==> config.mk <==
export PLATFORM = sky130hd
export DESIGN_NAME = icon_sprite_loader
export DESIGN_NICKNAME = d
export VERILOG_FILES = /design/src/rtl/icon_sprite_loader_pkg.sv /design/src/rtl/icon_sprite_loader_sprite_ram.sv /design/src/rtl/icon_sprite_loader.sv
export SDC_FILE = /design/constraint.sdc
export NUM_CORES = 2
export LEC_CHECK = 0
export BUFFER_PORTS_ARGS = -buffer_cell sky130_fd_sc_hd__buf_2
export CAP_MARGIN = 30
export CORE_MARGIN = 5
export CORE_UTILIZATION = 55
export CTS_CLUSTER_DIAMETER = 150
export CTS_CLUSTER_SIZE = 28
export DETAILED_ROUTE_END_ITERATION = 8
export PLACE_DENSITY = 0.74
export RECOVER_POWER = 100
export SLEW_MARGIN = 10
export SYNTH_ARGS = -nofsm -noshare
export SYNTH_HDL_FRONTEND = slang
export SYNTH_SLANG_ARGS = --single-unit
==> constraint.sdc <==
create_clock -name clk -period 30.7 [get_ports clk]
set_input_delay 0 -clock clk [delete_from_list [all_inputs] [get_ports clk]]
set_output_delay 0 -clock clk [all_outputs]
set_load 0.01 [all_outputs]
==> src/rtl/icon_sprite_loader_pkg.sv <==
// Shared definitions for the icon sprite loader: orientation and pixel codes,
// sprite geometry, loader FSM states and the sprite address helper.
package icon_sprite_loader_pkg;

  localparam int unsigned ICON_DIM      = 16;
  localparam int unsigned SPRITE_ADDR_W = 11;

  // Orientation frame codes, matching botinfo[2:0]
  typedef enum logic [2:0] {
    ORIENT_N  = 3'd0,
    ORIENT_NE = 3'd1,
    ORIENT_E  = 3'd2,
    ORIENT_SE = 3'd3,
    ORIENT_S  = 3'd4,
    ORIENT_SW = 3'd5,
    ORIENT_W  = 3'd6,
    ORIENT_NW = 3'd7
  } orient_e;

  localparam logic [1:0] PIX_TRANSPARENT = 2'b00;

  // Column index of the last pixel in a packed word
  localparam logic [3:0] LAST_PIX = 4'(ICON_DIM - 1);

  typedef enum logic [0:0] {
    StIdle,
    StUnpack
  } loader_state_e;

  // Frame-local sprite address: plain concatenation, no wrap between frames
  function automatic logic [SPRITE_ADDR_W-1:0] sprite_addr(input logic [2:0] orient,
                                                           input logic [3:0] row,
                                                           input logic [3:0] col);
    return {orient, row, col};
  endfunction

endpackage

==> src/rtl/icon_sprite_loader_sprite_ram.sv <==
// Simple dual-port sprite RAM: one write port, one registered read-first read
// port. With two banks the bank select is the top address bit.
module icon_sprite_loader_sprite_ram
  import icon_sprite_loader_pkg::*;
#(
  parameter int unsigned NumBanks   = 1,
  parameter int unsigned FrameAddrW = SPRITE_ADDR_W,
  localparam int unsigned BankW     = (NumBanks > 1) ? 1 : 0,
  localparam int unsigned AddrW     = FrameAddrW + BankW
) (
  input  logic             clk,
  input  logic             rst_n,
  input  logic             wr_en,
  input  logic [AddrW-1:0] wr_addr,
  input  logic [1:0]       wr_data,
  input  logic [AddrW-1:0] rd_addr,
  output logic [1:0]       rd_data
);

  localparam int unsigned Depth = 1 << AddrW;

  logic [1:0] r_mem [Depth];
  logic [1:0] r_rd_data;

  // Write port; contents survive reset
  always_ff @(posedge clk) begin
    if (wr_en) begin
      r_mem[wr_addr] <= wr_data;
    end
  end

  // Registered read; sampling before the write lands gives read-first behaviour
  always_ff @(posedge clk) begin
    if (!rst_n) begin
      r_rd_data <= PIX_TRANSPARENT;
    end else begin
      r_rd_data <= r_mem[rd_addr];
    end
  end

  assign rd_data = r_rd_data;

endmodule

==> src/rtl/icon_sprite_loader.sv <==
// Icon sprite loader: unpacks 32-bit sprite words into sixteen 2-bit pixels,
// one per cycle, into the sprite RAM read by the icon renderer.
// Optional double buffering is enabled with `define ICON_SPRITE_DBUF_EN.
module icon_sprite_loader
  import icon_sprite_loader_pkg::*;
#(
  parameter int unsigned NUM_ORIENT    = 8,
  parameter int unsigned PIX_PER_FRAME = 256
) (
  input  logic        clk,
  input  logic        rst_n,
  input  logic        wr_en,
  input  logic [31:0] wr_data,
  input  logic [2:0]  wr_orient,
  input  logic [3:0]  wr_row,
  output logic        wr_ready,
  output logic        drop_err,
  input  logic        err_clr,
  output logic        row_done,
  input  logic        commit,
  input  logic        vsync_tick,
  output logic        front_bank,
  input  logic [2:0]  rd_orient,
  input  logic [7:0]  rd_idx,
  output logic [1:0]  rd_pix
);

  localparam int unsigned FrameAddrW = $clog2(NUM_ORIENT) + $clog2(PIX_PER_FRAME);
`ifdef ICON_SPRITE_DBUF_EN
  localparam int unsigned NumBanks = 2;
`else
  localparam int unsigned NumBanks = 1;
`endif
  localparam int unsigned RamAddrW = FrameAddrW + ((NumBanks > 1) ? 1 : 0);

  loader_state_e r_state, w_state_d;
  logic [31:0]   r_shift;
  logic [2:0]    r_orient;
  logic [3:0]    r_row;
  logic [3:0]    r_pix_cnt;
  logic          r_row_done, w_row_done_d;
  logic          r_drop_err;
  logic          w_ram_we;
  logic          w_accept;
  logic [RamAddrW-1:0] w_wr_addr;
  logic [RamAddrW-1:0] w_rd_addr;

  // FSM next-state and decoded outputs
  always_comb begin
    w_state_d    = r_state;
    wr_ready     = 1'b0;
    w_ram_we     = 1'b0;
    w_row_done_d = 1'b0;
    unique case (r_state)
      StIdle: begin
        wr_ready = 1'b1;
        if (wr_en) begin
          w_state_d = StUnpack;
        end
      end
      StUnpack: begin
        w_ram_we = 1'b1;
        if (r_pix_cnt == LAST_PIX) begin
          w_state_d    = StIdle;
          w_row_done_d = 1'b1;
        end
      end
      default: w_state_d = StIdle;
    endcase
  end

  assign w_accept = (r_state == StIdle) && wr_en;

  // FSM state, pixel counter, row_done pulse and sticky drop error
  always_ff @(posedge clk) begin
    if (!rst_n) begin
      r_state    <= StIdle;
      r_pix_cnt  <= '0;
      r_row_done <= 1'b0;
      r_drop_err <= 1'b0;
    end else begin
      r_state    <= w_state_d;
      r_row_done <= w_row_done_d;
      if (w_accept) begin
        r_pix_cnt <= '0;
      end else if (r_state == StUnpack) begin
        r_pix_cnt <= r_pix_cnt + 4'd1;
      end
      // A drop in the same cycle as err_clr keeps the error set
      if (wr_en && (r_state == StUnpack)) begin
        r_drop_err <= 1'b1;
      end else if (err_clr) begin
        r_drop_err <= 1'b0;
      end
    end
  end

  // Word latch and unpacking shifter
  always_ff @(posedge clk) begin
    if (w_accept) begin
      r_shift  <= wr_data;
      r_orient <= wr_orient;
      r_row    <= wr_row;
    end else if (r_state == StUnpack) begin
      r_shift <= {2'b00, r_shift[31:2]};
    end
  end

`ifdef ICON_SPRITE_DBUF_EN
  logic r_front_bank;
  logic r_swap_pending;

  // Bank swap: only at a frame boundary and never mid-word
  always_ff @(posedge clk) begin
    if (!rst_n) begin
      r_front_bank   <= 1'b0;
      r_swap_pending <= 1'b0;
    end else begin
      if (vsync_tick && r_swap_pending && (r_state == StIdle)) begin
        r_front_bank   <= ~r_front_bank;
        r_swap_pending <= 1'b0;
      end
      // A commit arriving with vsync waits for the following vsync
      if (commit) begin
        r_swap_pending <= 1'b1;
      end
    end
  end

  assign front_bank = r_front_bank;
  assign w_wr_addr  = {~r_front_bank, sprite_addr(r_orient, r_row, r_pix_cnt)};
  assign w_rd_addr  = {r_front_bank, rd_orient, rd_idx};
`else
  logic w_unused_dbuf;

  assign w_unused_dbuf = ^{commit, vsync_tick};
  assign front_bank    = 1'b0;
  assign w_wr_addr     = sprite_addr(r_orient, r_row, r_pix_cnt);
  assign w_rd_addr     = {rd_orient, rd_idx};
`endif

  icon_sprite_loader_sprite_ram #(
    .NumBanks  (NumBanks),
    .FrameAddrW(FrameAddrW)
  ) u_sprite_ram (
    .clk    (clk),
    .rst_n  (rst_n),
    // Gating with rst_n aborts a word cleanly when reset lands mid-unpack
    .wr_en  (w_ram_we & rst_n),
    .wr_addr(w_wr_addr),
    .wr_data(r_shift[1:0]),
    .rd_addr(w_rd_addr),
    .rd_data(rd_pix)
  );

  assign drop_err = r_drop_err;
  assign row_done = r_row_done;

endmodule

Word level (Yosys, flattened, before mapping)
Memories as Yosys holds them, arrays and structs flattened. A register that Yosys moved wholly into a read port is not among the register bits.
Cells that the tools add are included.
- register bits: 46
- memory bits (writable): 4096
- input bits: 56
- output and inout port bits: 6
- logic and storage cells: 32
- memories kept: 1
- add/sub/neg operators: 1
- eq/ne operators: 1
- mux-type cells: 12
- bitwise operators: 3
- reductions and logical operators: 7
- memories (name ; words ; bits a word ; rd ports ; clocked after Yosys merged registers in ; wr ports ; RTL line ; source):
    u_sprite_ram.r_mem ; 2048 ; 2 ; 1 ; 1 ; 1 ; icon_sprite_loader_sprite_ram.sv:22 ; logic [1:0] r_mem [Depth];
- operator list (operator ; count):
    $mux 32 ; 2
    $mux 1 ; 9
    $add 4x1->4 const B ; 1
    $eq 4x4->1 const B ; 1
    $reduce_bool 2->1 ; 2
    $logic_and 1x1->1 ; 2
    $not 1->1 ; 2
    $pmux 1 s2 ; 1
    $reduce_and 2->1 ; 1
    $reduce_or 2->1 ; 1
    $and 1x1->1 ; 1
    $logic_not 1->1 ; 1

Depth between registers and ports, before layout
- depth in word-level cells: 4
- mapped depth: 18
- mapped depth without buffers: 9

Modules after synthesis
A second synthesis with hierarchy kept.
- cells, all modules: 9712
- area total of the unflattened synthesis: 168819.4 µm²
- by module, submodules not included (module ; times used ; cells each ; area each (µm²) ; sequential area each (µm²)):
    icon_sprite_loader_sprite_ram ; 1 ; 9603 ; 166818.7 ; 123038.0
    icon_sprite_loader ; 1 ; 109 ; 2000.7 ; 1311.3

Least setup slack after synthesis
OpenSTA, ideal clock, no wires.
- kind: reg-to-reg
- from: reg r_shift[0]
- to: mem u_sprite_ram.r_mem[0][0] (data pin)
- library setup time: 5141 ps
- arrival: 23736 ps
- data required time: 25559 ps
- path slack: 1822 ps
- cell stages (with the launch flop): 1
- path buffers: 0
- period minus slack after synthesis: 28878 ps
- path through: edfxtp_1
- RTL lines (element ; RTL line ; source):
    start, declared ; icon_sprite_loader.sv:37 ; logic [31:0] r_shift;
    start signal, assigned ; icon_sprite_loader.sv:101 ; r_shift <= wr_data;
    start signal, assigned ; icon_sprite_loader.sv:105 ; r_shift <= {2'b00, r_shift[31:2]};
    end, declared ; icon_sprite_loader_sprite_ram.sv:22 ;
Straight into the memory's write port.

Worst setup path after layout
- from: reg r_shift[0]
- to: mem u_sprite_ram.r_mem[690][0] (data pin)
Straight into the memory's write port.

==> results_dict.tcl <==
set metrics [dict create \
    critPathSlowestCell "clkbuf_1" \
    hp-start "rst_n" \
    cts_hold_buf 85 \
    synth_cell_types 82 \
    critPathCaptureType "register" \
    layout.cells.non_filler 13600 \
    violations "max-capacitance violations, max-slew violations" \
    ir_drop_mv 0.0588 \
    cts_tree "yes" \
    crit_path_start_kind "register" \
    cts_num_sinks 4144 \
    core_mm2 0.306 \
    rsz0062_at_grt "no" \
    share_comb_of_total_power_pct 6.9 \
    io_buffers 58 \
    whs_endpoint "u_sprite_ram.rd_data[0]" \
    swShare_pct 21.7 \
    die_w_um 563 \
    worstReg2RegEnd "u_sprite_ram.r_mem[690][0]" \
    grt_max_degree 280 \
    powerDensity_mw_per_mm2 54.7 \
    dieArea_mm2 0.318 \
    worstSkewPairLatency_ns 0.93 \
    syn_area_mm2 0.168 \
    synth_top_flop_cell "edfxtp_1" \
    row_count 203 \
    groute.usage.overall_pct 28.1 \
    path_clk_slew_ns 0.10 \
    hold_class "input pin to register" \
    whs_path_depth 3 \
    ys_warn_count 0 \
    place_hpwl_um 258000 \
    max-slew-margin-rel_pct -622 \
    ys_seq_area_share_pct 73.8 \
    num-fill-cells 22100 \
    num_vias 93000 \
    postCtsSetupBuffers 0 \
    path_delay_family "buffers and inverters" \
    crit_start "r_shift[0]" \
    crit_fanout 279 \
    synth_edf_count 4135 \
    ios 62 \
    yosysMostFrequentCell "edfxtp_1" \
    r2r-start "r_shift[0]" \
    tns_ns 0 \
    clock.fmax_mhz 60.4 \
    status "finished with violations" \
    synthCells 9657 \
    die_h_um 563 \
    cp_cell_sequence "clkbuf_1 -> clkbuf_1 -> clkbuf_1 -> clkbuf_1" \
    synth_top_area_share_pct 73.7 \
    wl_per_cell_um 33.1 \
    fin_worst_skew_ns 0.0694 \
    place.gp.congestion 0.824 \
    drt_iter0_drc 16100 \
    drt-total-wl_um 451000 \
    drt_first_pass_iters 8 \
    htree_levels 4 \
    drv_slew 4917 \
    routed_via_density 6.83 \
    final_nets 9537 \
    initial_core_util_pct 55.1 \
    grt_pass1_vias 92700 \
    hold_viol_final 0 \
    min_period_ns 16.55 \
    ys_async_sr_fraction_pct 0 \
    dp_cells 13300 \
    antenna_found_initial 34 \
    root_buffer "clkbuf_16" \
    synth_commonest_cells "edfxtp_1 (4135), nor2_1 (2082), mux4_2 (851), clkbuf_1 (512), mux2i_1 (470)" \
    ys_ff_latch 4144 \
    cts-buffers-inserted 174 \
    grt_pass1_wl_um 647000 \
    p_clk_share_pct 27.5 \
    ant_nets 0 \
    drc 0 \
    criticalPathCategory "register to register" \
    maxCapViolCount 106 \
    drive_above_1_share_pct 14.2 \
    intPower_w 0.00764 \
    path_common_cell "clkbuf_1" \
    setup_violations 0 \
    synthTopCellsByArea "edfxtp_1 (74%), mux4_2 (11%), nor2_1 (4.6%)" \
    cts.repair.resized 0 \
    avgSynthCellArea_um2 17.4 \
    crit_required_ns 29.81 \
    crit_arrival_ns 15.66 \
    pre_cts_ws_ns 24.00 \
    p_leak_nw 52.8 \
    finalCritPeriodShare_pct 53.9 \
    power.total_w 0.00975 \
    synthesis.nets 9717 \
    area_growth_pct 5.86 \
    cts_buffer_depth 4 \
    gr-total-overflow 0 \
    worstMarginPinSlew_ns 10.84 \
    seqPwrFrac_pct 65.6 \
    critical_path.max_stage_delay_ns 7.60 \
    r2r_setup_slack_ns 14.15 \
    rr_worst_depth 4 \
    path_buf_inv 4 \
    layout_setup_ws_ns 14.15 \
    p_sw_w 0.00211 \
    synth_top_area_cell "edfxtp_1" \
]
[layout make-up]
class	instances	area (um2)	share of cell area, %
Antenna cell	14	35.0	0.0196
Clock buffer	197	4480	2.51
Clock inverter	7	78.8	0.0442
Inverter	9	45.0	0.0253
Multi-Input combinational cell	4692	40200	22.6
Sequential cell	4144	124000	69.7
Tap cell	4100	5130	2.88
Timing Repair Buffer	456	4020	2.25
[per-stage QoR]
step	util, %	cell area, um2	hold slack, ns
2_1_floorplan	-	168000	0.0989
3_3_place_gp	56.3	172000	0.177
3_5_place_dp	57.0	174000	0.179
4_1_cts	58.8	180000	0.106
5_1_grt	58.4	178000	0.119
6_report	58.4	178000	0.154
[cells in the final DEF (no fill, tap or decap), drive strengths merged, types with 6 or more instances in the layout]
cell            n
a2111oi        15
a211oi         35
a21oi         163
a221oi         29
a22o           26
a22oi         115
a31oi          10
and2            6
and3           32
and3b           7
buf           240
clkbuf        328
dfxtp           9
diode          14
dlygate4sd3    85
edfxtp       4135
inv            12
mux2           38
mux2i         470
mux4          851
nand2         210
nand2b          7
nand3          34
nand4          10
nor2         2082
nor2b          16
nor3           64
nor3b          12
nor4           21
o211ai          7
o21ai          76
o221ai        172
o22ai          93
o31ai           8
o41ai           6
[layer usage]
layer  vias to the layer above  GRT usage [%]  part of all wire (%)
met3                      1132           6.27                    13
met1                     48000           38.3                    34
met4                        18           12.6                   5.5
met2                      6542           44.1                    47
met5                         -              0                 0.035
li1                      37300              -                     -
[kinds of logic after synthesis]
logic type	after synthesis	synth area share, %
DFF	4144	73.8
and+or+nand+nor	2530	5.97
muxes	1359	14.4
buffers and inverters	821	2.43
AOI/OAI and AO/OA	796	3.34
adders and majority gates	4	0.0297
xor gates and xnor gates	2	0.0104
other	1	0.00223
[worst register-to-register path, stage by stage, from the launching register on]
cell and delay, ns:
edfxtp_1 0.34, clkbuf_1 2.58, clkbuf_1 1.68, clkbuf_1 2.16, clkbuf_1 7.65
[worst max path at each step]
stage | to | slack [ns] | cells after the start
floorplan | u_sprite_ram.r_mem[0][0] | 1.82 | 0
global placement | u_sprite_ram.rd_data[0] | 24.08 | 14
detailed placement | u_sprite_ram.rd_data[1] | 24.00 | 14
CTS | u_sprite_ram.rd_data[1] | 24.43 | 15
global route | u_sprite_ram.r_mem[425][0] | 12.85 | 4
finish | u_sprite_ram.r_mem[690][0] | 14.15 | 4
[sequential cells by signal (all words and copies together) (netlist names)]
register	count
row_done	1
u_sprite_ram.rd_data	2
r_shift	32
u_sprite_ram.r_mem	4096
drop_err	1
r_pix_cnt	4
r_state	1
r_row	4
r_orient	3
[power by group through the flow]
stage / Clock [W] / Combinational (W) / Sequential (W)
2_1_floorplan: 0 / 0.000308 / 0.00699
3_3_place_gp: 0 / 0.000628 / 0.00649
3_5_place_dp: 0 / 0.000655 / 0.00649
4_1_cts: 0.00270 / 0.000665 / 0.00636
5_1_grt: 0.00291 / 0.000702 / 0.00641
6_report: 0.00269 / 0.000669 / 0.00640
Note: power is estimated with default switching activity, not from simulation.
